==> config.mk <==
export PLATFORM = sky130hd
export DESIGN_NAME = mod_7seg_scan
export DESIGN_NICKNAME = d
export VERILOG_FILES = /design/src/rtl/mod_7seg_scan.sv
export SDC_FILE = /design/constraint.sdc
export NUM_CORES = 1
export LEC_CHECK = 0
export BUFFER_PORTS_ARGS = -buffer_cell sky130_fd_sc_hd__buf_2
export CORE_UTILIZATION = 59
export DETAILED_ROUTE_END_ITERATION = 6
export GPL_TIMING_DRIVEN = 1
export PLACE_DENSITY = 0.8
export SLEW_MARGIN = 30
export SYNTH_ARGS = -nofsm -noshare
export SYNTH_HDL_FRONTEND = slang
export SYNTH_SLANG_ARGS = --single-unit
==> constraint.sdc <==
create_clock -name i_clk -period 2.9 [get_ports i_clk]
set_input_delay 0.145 -clock i_clk [delete_from_list [all_inputs] [get_ports i_clk]]
set_output_delay 0.145 -clock i_clk [all_outputs]
set_load 0.05 [all_outputs]
==> src/rtl/mod_7seg_scan.sv <==
// Multi-digit 7-segment scanner: time-multiplexes a double-buffered hex value
// one digit per slot, with a blanking guard at the start of every slot.
module mod_7seg_scan #(
  parameter int N_DIGITS     = 4,
  parameter int REFRESH_DIV  = 50000,
  parameter int BLANK_CYCLES = 2,
  localparam int IDX_W       = $clog2(N_DIGITS),
  localparam int CNT_W       = $clog2(REFRESH_DIV)
) (
  input  logic                    i_clk,
  input  logic                    i_nrst,
  input  logic [4*N_DIGITS-1:0]   i_value,
  input  logic                    i_load,
  input  logic [N_DIGITS-1:0]     i_blank_mask,
  output logic [3:0]              o_nibble,
  output logic [N_DIGITS-1:0]     o_anodes,
  output logic [IDX_W-1:0]        o_digit_idx,
  output logic                    o_frame_start
);

  localparam logic [0:0] ST_BLANK = 1'b0;
  localparam logic [0:0] ST_DRIVE = 1'b1;

  localparam logic [CNT_W-1:0] CNT_LAST  = CNT_W'(REFRESH_DIV - 1);
  localparam logic [CNT_W-1:0] BLANK_END = CNT_W'(BLANK_CYCLES);
  localparam logic [IDX_W-1:0] IDX_LAST  = IDX_W'(N_DIGITS - 1);

  logic [CNT_W-1:0]      cnt, cnt_nxt;
  logic [IDX_W-1:0]      idx, idx_nxt;
  logic [0:0]            state, state_nxt;
  logic [4*N_DIGITS-1:0] displayed, displayed_nxt;
  logic [4*N_DIGITS-1:0] pending;
  logic                  pending_valid;
  logic                  slot_end;
  logic                  commit;
  logic [N_DIGITS-1:0]   anodes_nxt;
  logic [3:0]            nibble_nxt;

  function automatic logic [3:0] digit_sel(input logic [4*N_DIGITS-1:0] v,
                                           input logic [IDX_W-1:0] k);
    logic [3:0] d;
    d = 4'h0;
    for (int i = 0; i < N_DIGITS; i++) begin
      if (k == IDX_W'(i)) d = v[4*i +: 4];
    end
    return d;
  endfunction

  always_comb begin
    slot_end = (cnt == CNT_LAST);
    commit   = slot_end && (idx == IDX_LAST);
    cnt_nxt  = slot_end ? '0 : cnt + CNT_W'(1);
    idx_nxt  = idx;
    if (slot_end) idx_nxt = (idx == IDX_LAST) ? '0 : idx + IDX_W'(1);
  end

  // A load landing on the commit cycle bypasses the pending buffer entirely.
  always_comb begin
    displayed_nxt = displayed;
    if (commit) begin
      if (i_load)             displayed_nxt = i_value;
      else if (pending_valid) displayed_nxt = pending;
    end
  end

  always_comb begin
    state_nxt = state;
    case (state)
      ST_BLANK: if (cnt_nxt == BLANK_END) state_nxt = ST_DRIVE;
      ST_DRIVE: if (slot_end)             state_nxt = ST_BLANK;
      default:                            state_nxt = ST_BLANK;
    endcase
  end

  // Outputs are computed from next-cycle state so the registered values line
  // up with cnt/idx; the mask is applied live without buffering.
  always_comb begin
    anodes_nxt = '1;
    if (state_nxt == ST_DRIVE && !i_blank_mask[idx_nxt]) anodes_nxt[idx_nxt] = 1'b0;
    nibble_nxt = slot_end ? digit_sel(displayed_nxt, idx_nxt) : o_nibble;
  end

  always_ff @(posedge i_clk or negedge i_nrst) begin
    if (!i_nrst) begin
      cnt           <= '0;
      idx           <= '0;
      state         <= ST_BLANK;
      displayed     <= '0;
      pending       <= '0;
      pending_valid <= 1'b0;
      o_nibble      <= 4'h0;
      o_anodes      <= '1;
      o_digit_idx   <= '0;
      o_frame_start <= 1'b0;
    end else begin
      cnt       <= cnt_nxt;
      idx       <= idx_nxt;
      state     <= state_nxt;
      displayed <= displayed_nxt;
      if (commit) begin
        pending_valid <= 1'b0;
      end else if (i_load) begin
        pending       <= i_value;
        pending_valid <= 1'b1;
      end
      o_nibble      <= nibble_nxt;
      o_anodes      <= anodes_nxt;
      o_digit_idx   <= idx_nxt;
      o_frame_start <= commit;
    end
  end

endmodule

After elaboration in Yosys (flattened, before gate mapping)
Index checks and enable logic that the tools add are counted.
{"block": "word_totals", "reg_bits": 61, "inputBits": 23, "output_inout_bits": 11, "elab_cells": 49}
{"block": "op_classes", "addsub": 2, "order_cmp": 2, "n_eq_ne": 6, "n_mux": 20, "bitwise": 3, "reduce_logical": 7}
{"cell": "$mux W16", "n": 4}
{"cell": "$mux W4", "n": 5}
{"cell": "$add A16 B1 Y16 const B", "n": 1}
{"cell": "$eq A16 B16 Y1 const B", "n": 1}
{"cell": "$eq A16 B2 Y1 const B", "n": 1}
{"cell": "$eq A2 B2 Y1 const B", "n": 3}
{"cell": "$mux W1", "n": 6}
{"cell": "$mux W2", "n": 2}
{"cell": "$not A4 Y4", "n": 1}
{"cell": "$logic_and A1 B1 Y1", "n": 3}
{"cell": "$lt A2 B3 Y1 const B", "n": 1}
{"cell": "$add A2 B1 Y2 const B", "n": 1}
{"cell": "$bmux W1 S2", "n": 1}
{"cell": "$demux W1 S2", "n": 1}
{"cell": "$eq A2 B1 Y1 const B", "n": 1}
{"cell": "$ge A2 B1 Y1 const B", "n": 1}
{"cell": "$logic_not A2 Y1", "n": 1}
{"cell": "$not A1 Y1", "n": 2}
{"cell": "$pmux W1 S2", "n": 1}
{"cell": "$reduce_and A2 Y1", "n": 1}
{"cell": "$reduce_bool A2 Y1", "n": 1}
{"cell": "$logic_not A1 Y1", "n": 1}

Logic depth before layout (Yosys ltp)
Gate-level depths: netlist (run 1).
{"block": "logic_depth", "depth_word": 9, "mapped_depth": 10, "depth_no_buf": 8}

Worst setup path before layout (run 1)
Ideal clock, no wire load.
{"block": "synth_timing", "kind": "reg2reg", "start": "register cnt[5]", "end": "register pending[0]", "t_arrival_ps": 2323, "required_time_ps": 2775, "slack_ps": 452, "path_stages_with_launch": 8, "path_buffers": 2, "period_less_slack_ps": 2448, "cell_sequence": "dfrtp_1 > buf_6 > or4b_4 > nor4_4 > nand2_2 > nand2_2 > buf_4 > mux2_2"}
{"block": "synth_between", "elab_chain_len": 4}
{"element": "start: declaration", "line": "28", "source": "logic [CNT_W-1:0] cnt, cnt_nxt;"}
{"element": "start signal: assignment", "line": "96", "source": "cnt <= cnt_nxt;"}
{"element": "$eq A16 B16 Y1", "line": "50", "source": "slot_end = (cnt == CNT_LAST);"}
{"element": "$logic_and A1 B1 Y1", "line": "51", "source": "commit = slot_end && (idx == IDX_LAST);"}
{"element": "$not A1 Y1 (no line)"}
{"element": "$reduce_and A2 Y1 (no line)"}
{"element": "end signal: assignment", "line": "103", "source": "pending <= i_value;"}
{"element": "end: declaration", "line": "32", "source": "logic [4*N_DIGITS-1:0] pending;"}
No other way between the ends.
A chain may end at the register's enable or synchronous reset.

Final worst setup path (run 1)
{"block": "layout_timing", "start": "register cnt[9]", "end": "register o_nibble[3]"}
{"block": "layout_between", "elab_chain_len": 7, "word_cells_on_any_way": 12}
{"element": "$eq A16 B16 Y1 (*)", "line": "50"}
{"element": "$mux W2 or $logic_and A1 B1 Y1 (tied branches)", "line": "54, 51"}
{"element": "$logic_not A2 Y1 or $mux W16 (tied branches)", "line": "44, 60"}
{"element": "$mux W4 (4 in a row)", "line": "44", "source": "if (k == IDX_W'(i)) d = v[4*i +: 4];"}
{"element": "end signal: assignment", "line": "106", "source": "o_nibble <= nibble_nxt;"}
{"element": "end: declaration", "line": "15", "source": "output logic [3:0] o_nibble,"}
Every way passes the cells marked *; elsewhere a longest branch is shown, timed or not.

==> results.json, run 1 <==
{
  "status": "finished clean",
  "combinationalPowerShare": 0.065,
  "areaGrowthSynthToFinish_pct": 14.0,
  "place_area_sq_mm": 0.00350,
  "die-area_sq_mm": 0.00586,
  "multi_input_area_sq_mm": 0.00160,
  "vias": 2664,
  "placed_cells": 427,
  "synthArstFlopShare": 1.00,
  "synth_area_leaders": "dfrtp_1, mux2_2, nor2_1",
  "crit_slowest_cell": "or4_4",
  "synth_area_sq_mm": 0.00328,
  "fill_cells": 404,
  "num_antenna_cells": 0,
  "setup_ws_ns": 0.292,
  "r2r_cells": 6,
  "slew-limit-headroom": 0.560,
  "drive_above_1_share": 0.273,
  "crit_arrival_ns": 2.88,
  "yosysWarningCount": 0,
  "wirelength_um": 7350,
  "ctsRootBufferMaster": "clkbuf_8",
  "finalSetupTns_ns": 0,
  "power_switching_uw": 451,
  "ctsHtreeMaxLevel": 3,
  "leakage_nw": 1.64,
  "finalInstanceArea_sq_mm": 0.00374,
  "drc": 0,
  "wl_met3_um": 348,
  "regToRegEndpoint": "o_nibble[3]",
  "holdCritStartpoint": "i_value[2]",
  "cts_buffers": 9,
  "r2r_slack_ns": 0.29,
  "route.met2.wl_um": 3600,
  "worst_setup_path_end_kind": "flip-flop",
  "reg2reg_from": "cnt[9]",
  "grt_pass1_vias": 2630,
  "pwr-share-clk": 0.460,
  "start_kind": "flip-flop",
  "antenna_found_initial": 0,
  "die_w_um": 76.6,
  "fin_cells": 444,
  "irDropWorstVdd_v": 0.000409,
  "routed_via_density": 6.00,
  "period_needed_ns": 2.61,
  "finalHoldViolations": 0,
  "drtIter0Drc": 189,
  "power_density_mw_per_mm2": 509,
  "synth_top_area_cell": "dfrtp_1",
  "crit_path_cell_trace": "or4b_4, or4_4, nor3_4, o22ai_1, and3_1, nor3_2",
  "period_share": 0.899,
  "synth_edf_count": 0,
  "slowest_delay_ns": 0.56,
  "avgRoutedWirePerCell_um": 16.6,
  "power_mw": 1.90,
  "whs_ns": 0.0368,
  "final.setup_skew_ns": 0.00959,
  "switching_share": 0.237,
  "syn_area_per_cell_sq_um": 9.79,
  "worst_pin_slew_ns": 0.657,
  "drtPass1Iterations": 4,
  "dp_hpwl_um": 5200,
  "synth_top_area_frac": 0.435,
  "grt_max_degree": 26,
  "io_pins": 34,
  "fin_util": 0.714,
  "grt_overflow": 0,
  "cts.sinks": 61,
  "regArea_sq_mm": 0.00153,
  "synth-seq-cells": 61,
  "min_path_type": "input port to flip-flop",
  "ys_types": 57,
  "setup_viol": 0,
  "holdPathEnd": "pending[2]",
  "dp_slack_ns": 0.335,
  "cts_resized": 0,
  "report.final.slew_viol_count": 0,
  "internal-power_mw": 1.45,
  "clkLatencyLatePin_ns": 0.35,
  "top_layer": "met4",
  "grt_setup_unrepaired": "no",
  "ant_nets": 0,
  "cts.clk_slew.worst_paths_ns": 0.08,
  "critPathKind": "flip-flop to flip-flop",
  "hold_depth": 2,
  "core_area_sq_mm": 0.00524,
  "ys.flop_type": "dfrtp_1",
  "seq_area_frac_synth": 0.467,
  "grt_pass1_wl_um": 12500,
  "routabilityCongestion": 0.902,
  "cap_violations": 0,
  "seq_power_share": 0.475,
  "crit_required_ns": 3.17,
  "row_count": 26,
  "start_util": 0.626,
  "cts_tree": "done",
  "syn_inst": 335,
  "synth_nets": 361,
  "dieHeight_um": 76.6,
  "layout.nets": 395,
  "cts_max_path_buffers": 2,
  "io_buffers": 33,
  "cp_max_fo": 11,
  "grt_util_all_layers": 0.278,
  "met1_length_um": 3200,
  "max_clock_freq_mhz": 383
}
==> worst max-delay path, delay by kind of cell (launching register included) <==
family	cells	cell delay, ns
compound gates	1	0.17
flops	1	0.49
simple gates	5	1.87
==> per-layer routing <==
| layer | GRT usage | vias to the layer above |
|---|---|---|
| li1 | - | 1277 |
| met1 | 0.342 | 1280 |
| met2 | 0.454 | 87 |
| met3 | 0.0635 | 20 |
| met4 | 0.150 | 0 |
| met5 | 0 | - |
==> how the worst max path moves through the flow <==
stage | startpoint | to | slack, ns | cells after the start
4_1_cts | cnt[9] | o_nibble[3] | 0.31 | 6
3_5_place_dp | cnt[9] | o_nibble[3] | 0.34 | 6
3_3_place_gp | cnt[13] | o_nibble[3] | 0.38 | 6
6_report | cnt[9] | o_nibble[3] | 0.29 | 6
2_1_floorplan | cnt[5] | pending[0] | 0.45 | 7
5_1_grt | cnt[9] | o_nibble[3] | 0.16 | 6
==> cells in the mapped netlist (all sizes together), types with 2 or more instances <==
library cell / instances
nor4: 3
dfstp: 4
nand3b: 4
buf: 8
and4: 3
o32a: 2
clkbuf: 14
ha: 3
mux2: 19
nor3: 10
a211o: 2
xor2: 8
inv: 8
a31oi: 12
nand4: 5
nor2b: 2
nand3: 18
and3: 8
dfrtp: 57
nand4b: 2
nand2: 22
o31a: 3
xnor2: 6
o22ai: 11
or3b: 2
and2: 2
a2bb2oi: 2
o21ai: 17
nor2: 38
nand2b: 4
a21oi: 19
or2: 4
==> cell type report <==
| type | instances | area share |
|---|---|---|
| Clock inverter | 6 | 0.0251 |
| Sequential cell | 61 | 0.410 |
| Timing Repair Buffer | 45 | 0.0689 |
| Inverter | 8 | 0.00803 |
| Multi-Input combinational cell | 244 | 0.428 |
| Tap cell | 70 | 0.0234 |
| Clock buffer | 10 | 0.0368 |
==> logic make-up after synthesis <==
family / synth area share
mux: 0.0652
simple gates: 0.221
flops: 0.467
fa+ha+maj: 0.0114
buf+inv: 0.0450
xor+xnor: 0.0374
compound gates: 0.153
==> registers in the layout (all words and copies together) (netlist names), 2 cells and up <==
register,flops
o_anodes,4
pending,16
o_nibble,4
cnt,16
idx,2
displayed,16
==> placed cells by master, fill, tap and decap left out, types with 11 or more instances in the layout <==
cell type and count:
dfrtp_1 57, nor2_1 38, buf_2 33, nand2_1 20
mux2_2 19, a21oi_1 18, nand3_1 17, o21ai_0 16
a31oi_1 12, o22ai_1 11, buf_4 11
==> what timing repair did <==
item,in CTS,in global routing
setup buffers,0,0
endpoints found under the hold margin,19,0
hold buffers,1,0
==> power groups by stage <==
stage / combinational [mW] / clock, mW / sequential [mW]
2_1_floorplan: 0.0583 / 0 / 0.927
5_1_grt: 0.136 / 0.926 / 0.907
3_3_place_gp: 0.119 / 0 / 0.917
4_1_cts: 0.125 / 0.888 / 0.904
6_report: 0.123 / 0.875 / 0.904
3_5_place_dp: 0.123 / 0 / 0.919
Power figures use the tool's default switching activity.
==> run 2, diff against run 1 <==
ABC_AREA = 1   (was unset)
==> run 2 against run 1 <==
  * Design area grew 2.1%
  * Combinational power shrank 11%
  * Maximum frequency rose by 14%
  * Final cell count up 33%
  * Area after synthesis up 4.7%
  * Largest cell class is now flip-flops and latches
==> results.json, run 2 <==
{
  "cts_tree": "done",
  "grt_util_all_layers": 0.272,
  "cp.depth": 6,
  "drc": 0,
  "ys.flop_type": "dfrtp_1",
  "synth-seq-cells": 61,
  "drive_above_1_share": 0.164,
  "synth_area_sq_mm": 0.00343,
  "cts_buffers": 9,
  "grt_pass1_wl_um": 12600,
  "drtPass1Iterations": 4,
  "dp_slack_ns": 0.625,
  "wirelength_um": 7610,
  "reg2reg_from": "cnt[0]",
  "io_pins": 34,
  "syn_inst": 476,
  "fin_util": 0.685,
  "io_buffers": 33,
  "yosysWarningCount": 0,
  "leakage_nw": 2.11,
  "finalSetupTns_ns": 0,
  "power_mw": 1.65,
  "ant_nets": 0,
  "worst_setup_path_end_kind": "flip-flop",
  "synth_most_common_cell": "nand2_1",
  "ys_types": 31,
  "cts.clk_slew.worst_paths_ns": 0.08,
  "period_share": 0.789,
  "irDropWorstVdd_v": 0.000332,
  "hold_depth": 2,
  "worst_pin_slew_ns": 0.917,
  "routed_via_density": 5.09,
  "synth_top_area_cell": "dfrtp_1",
  "die_w_um": 78.3,
  "routabilityCongestion": 0.884,
  "r2r_cells": 6,
  "setup_viol": 0,
  "synth_nets": 502,
  "max_clock_freq_mhz": 437,
  "holdCritStartpoint": "i_value[1]",
  "cap_violations": 0,
  "start_kind": "flip-flop",
  "grt_max_degree": 46,
  "crit_required_ns": 3.13,
  "dieHeight_um": 78.3,
  "cpMostUsedCell": "nand3_4",
  "place_area_sq_mm": 0.00364,
  "cp_max_fo": 28,
  "power_density_mw_per_mm2": 432,
  "cts_max_path_buffers": 2,
  "grt_setup_unrepaired": "no",
  "cts.sinks": 61,
  "setup_ws_ns": 0.613,
  "cts_setup_buffers": 0,
  "drtIter0Drc": 308,
  "report.final.slew_viol_count": 0,
  "synth_common_cells": "nand2_1, inv_1, dfrtp_1",
  "dp_hpwl_um": 5420,
  "areaGrowthSynthToFinish_pct": 11.2,
  "synth_top_area_frac": 0.415,
  "finalInstanceArea_sq_mm": 0.00382,
  "clkLatencyLatePin_ns": 0.35,
  "min_path_type": "input port to flip-flop",
  "r2r_slack_ns": 0.61,
  "seq_area_frac_synth": 0.446,
  "syn_area_per_cell_sq_um": 7.21,
  "synth_edf_count": 0,
  "finalHoldViolations": 0,
  "row_count": 27,
  "start_util": 0.616,
  "num_antenna_cells": 0,
  "period_needed_ns": 2.29,
  "crit_path_start": "cnt[0]",
  "antenna_found_initial": 0,
  "critPathKind": "flip-flop to flip-flop",
  "crit_path_cell_trace": "ha_1, nand3_4, nor2_2, nand3_4, nand2_2, mux2_2",
  "avgRoutedWirePerCell_um": 12.9,
  "ctsHtreeMaxLevel": 3,
  "layout_commonest_cell": "nand2_1",
  "final.setup_skew_ns": 0.00895,
  "slowest_delay_ns": 0.47,
  "layout.nets": 538,
  "crit_buf_inv": 0,
  "synth_area_leaders": "dfrtp_1, nand2_1, inv_1",
  "status": "finished clean",
  "synthArstFlopShare": 1.00,
  "biggestRegsByFlops": "cnt: 16 flops, displayed: 16 flops, pending: 16 flops",
  "mostFrequentLayoutCells": "nand2_1, inv_1, dfrtp_1, o21ai_0, nor2_1",
  "cp_top_family": "simple AND/OR/NAND/NOR gates",
  "crit_arrival_ns": 2.51,
  "core_area_sq_mm": 0.00557,
  "crit_slowest_cell": "dfrtp_1",
  "die-area_sq_mm": 0.00613,
  "vias": 2996,
  "grt_pass1_vias": 2690,
  "grt_overflow": 0,
  "slew-limit-headroom": 0.388,
  "ctsRootBufferMaster": "clkbuf_8"
}
run 2: layout make-up:
cell class                      instances  area (sq um)
Fill cell                             478          1760
Sequential cell                        61          1530
Multi-Input combinational cell        323          1530
Inverter                               81           310
Timing Repair Buffer                   36           193
Clock buffer                            9           124
Tap cell                               72          90.1
Clock inverter                          7          42.5
run 2: metal layers:
layer	GRT usage	routed length, um	up-vias
li1	-	-	1537
met1	0.389	3640	1360
met2	0.397	3390	90
met3	0.0547	459	9
met4	0.124	122	0
met5	0	0	-
run 2: worst paths after layout:
check                                   to
worst max-delay path            pending[0]
worst min-delay path            pending[1]
worst max register to register  pending[0]
worst min register to register  pending[4]
max in group asynchronous       pending[0]
min in group asynchronous          cnt[13]
run 2: logic make-up (layout without fill, tap and decap cells):
| group | after synthesis | in the layout | synth area share |
|---|---|---|---|
| flops | 61 | 61 | 0.446 |
| mux | 4 | 4 | 0.0131 |
| buf+inv | 92 | 133 | 0.110 |
| fa+ha+maj | 3 | 3 | 0.0109 |
| compound gates | 56 | 56 | 0.0958 |
| simple gates | 259 | 259 | 0.322 |
| xor+xnor | 1 | 1 | 0.00255 |
run 2: per-stage QoR:
stage | hold WS (ns) | cells
CTS | 0.0411 | 589
finish | 0.0524 | 589
global route | 0.0462 | 589
floorplan | -0.151 | 476
detailed placement | 0.184 | 572
global placement | 0.362 | 572
run 2: what timing repair did:
item	in CTS	in global routing
gates resized for setup	0	0
hold endpoints to repair	39	0
hold buffers	1	0
run 2: report_power, final:
| part | internal [mW] | switching, mW |
|---|---|---|
| clock network | 0.303 | 0.352 |
| registers | 0.872 | 0.0117 |
| logic | 0.0421 | 0.0681 |
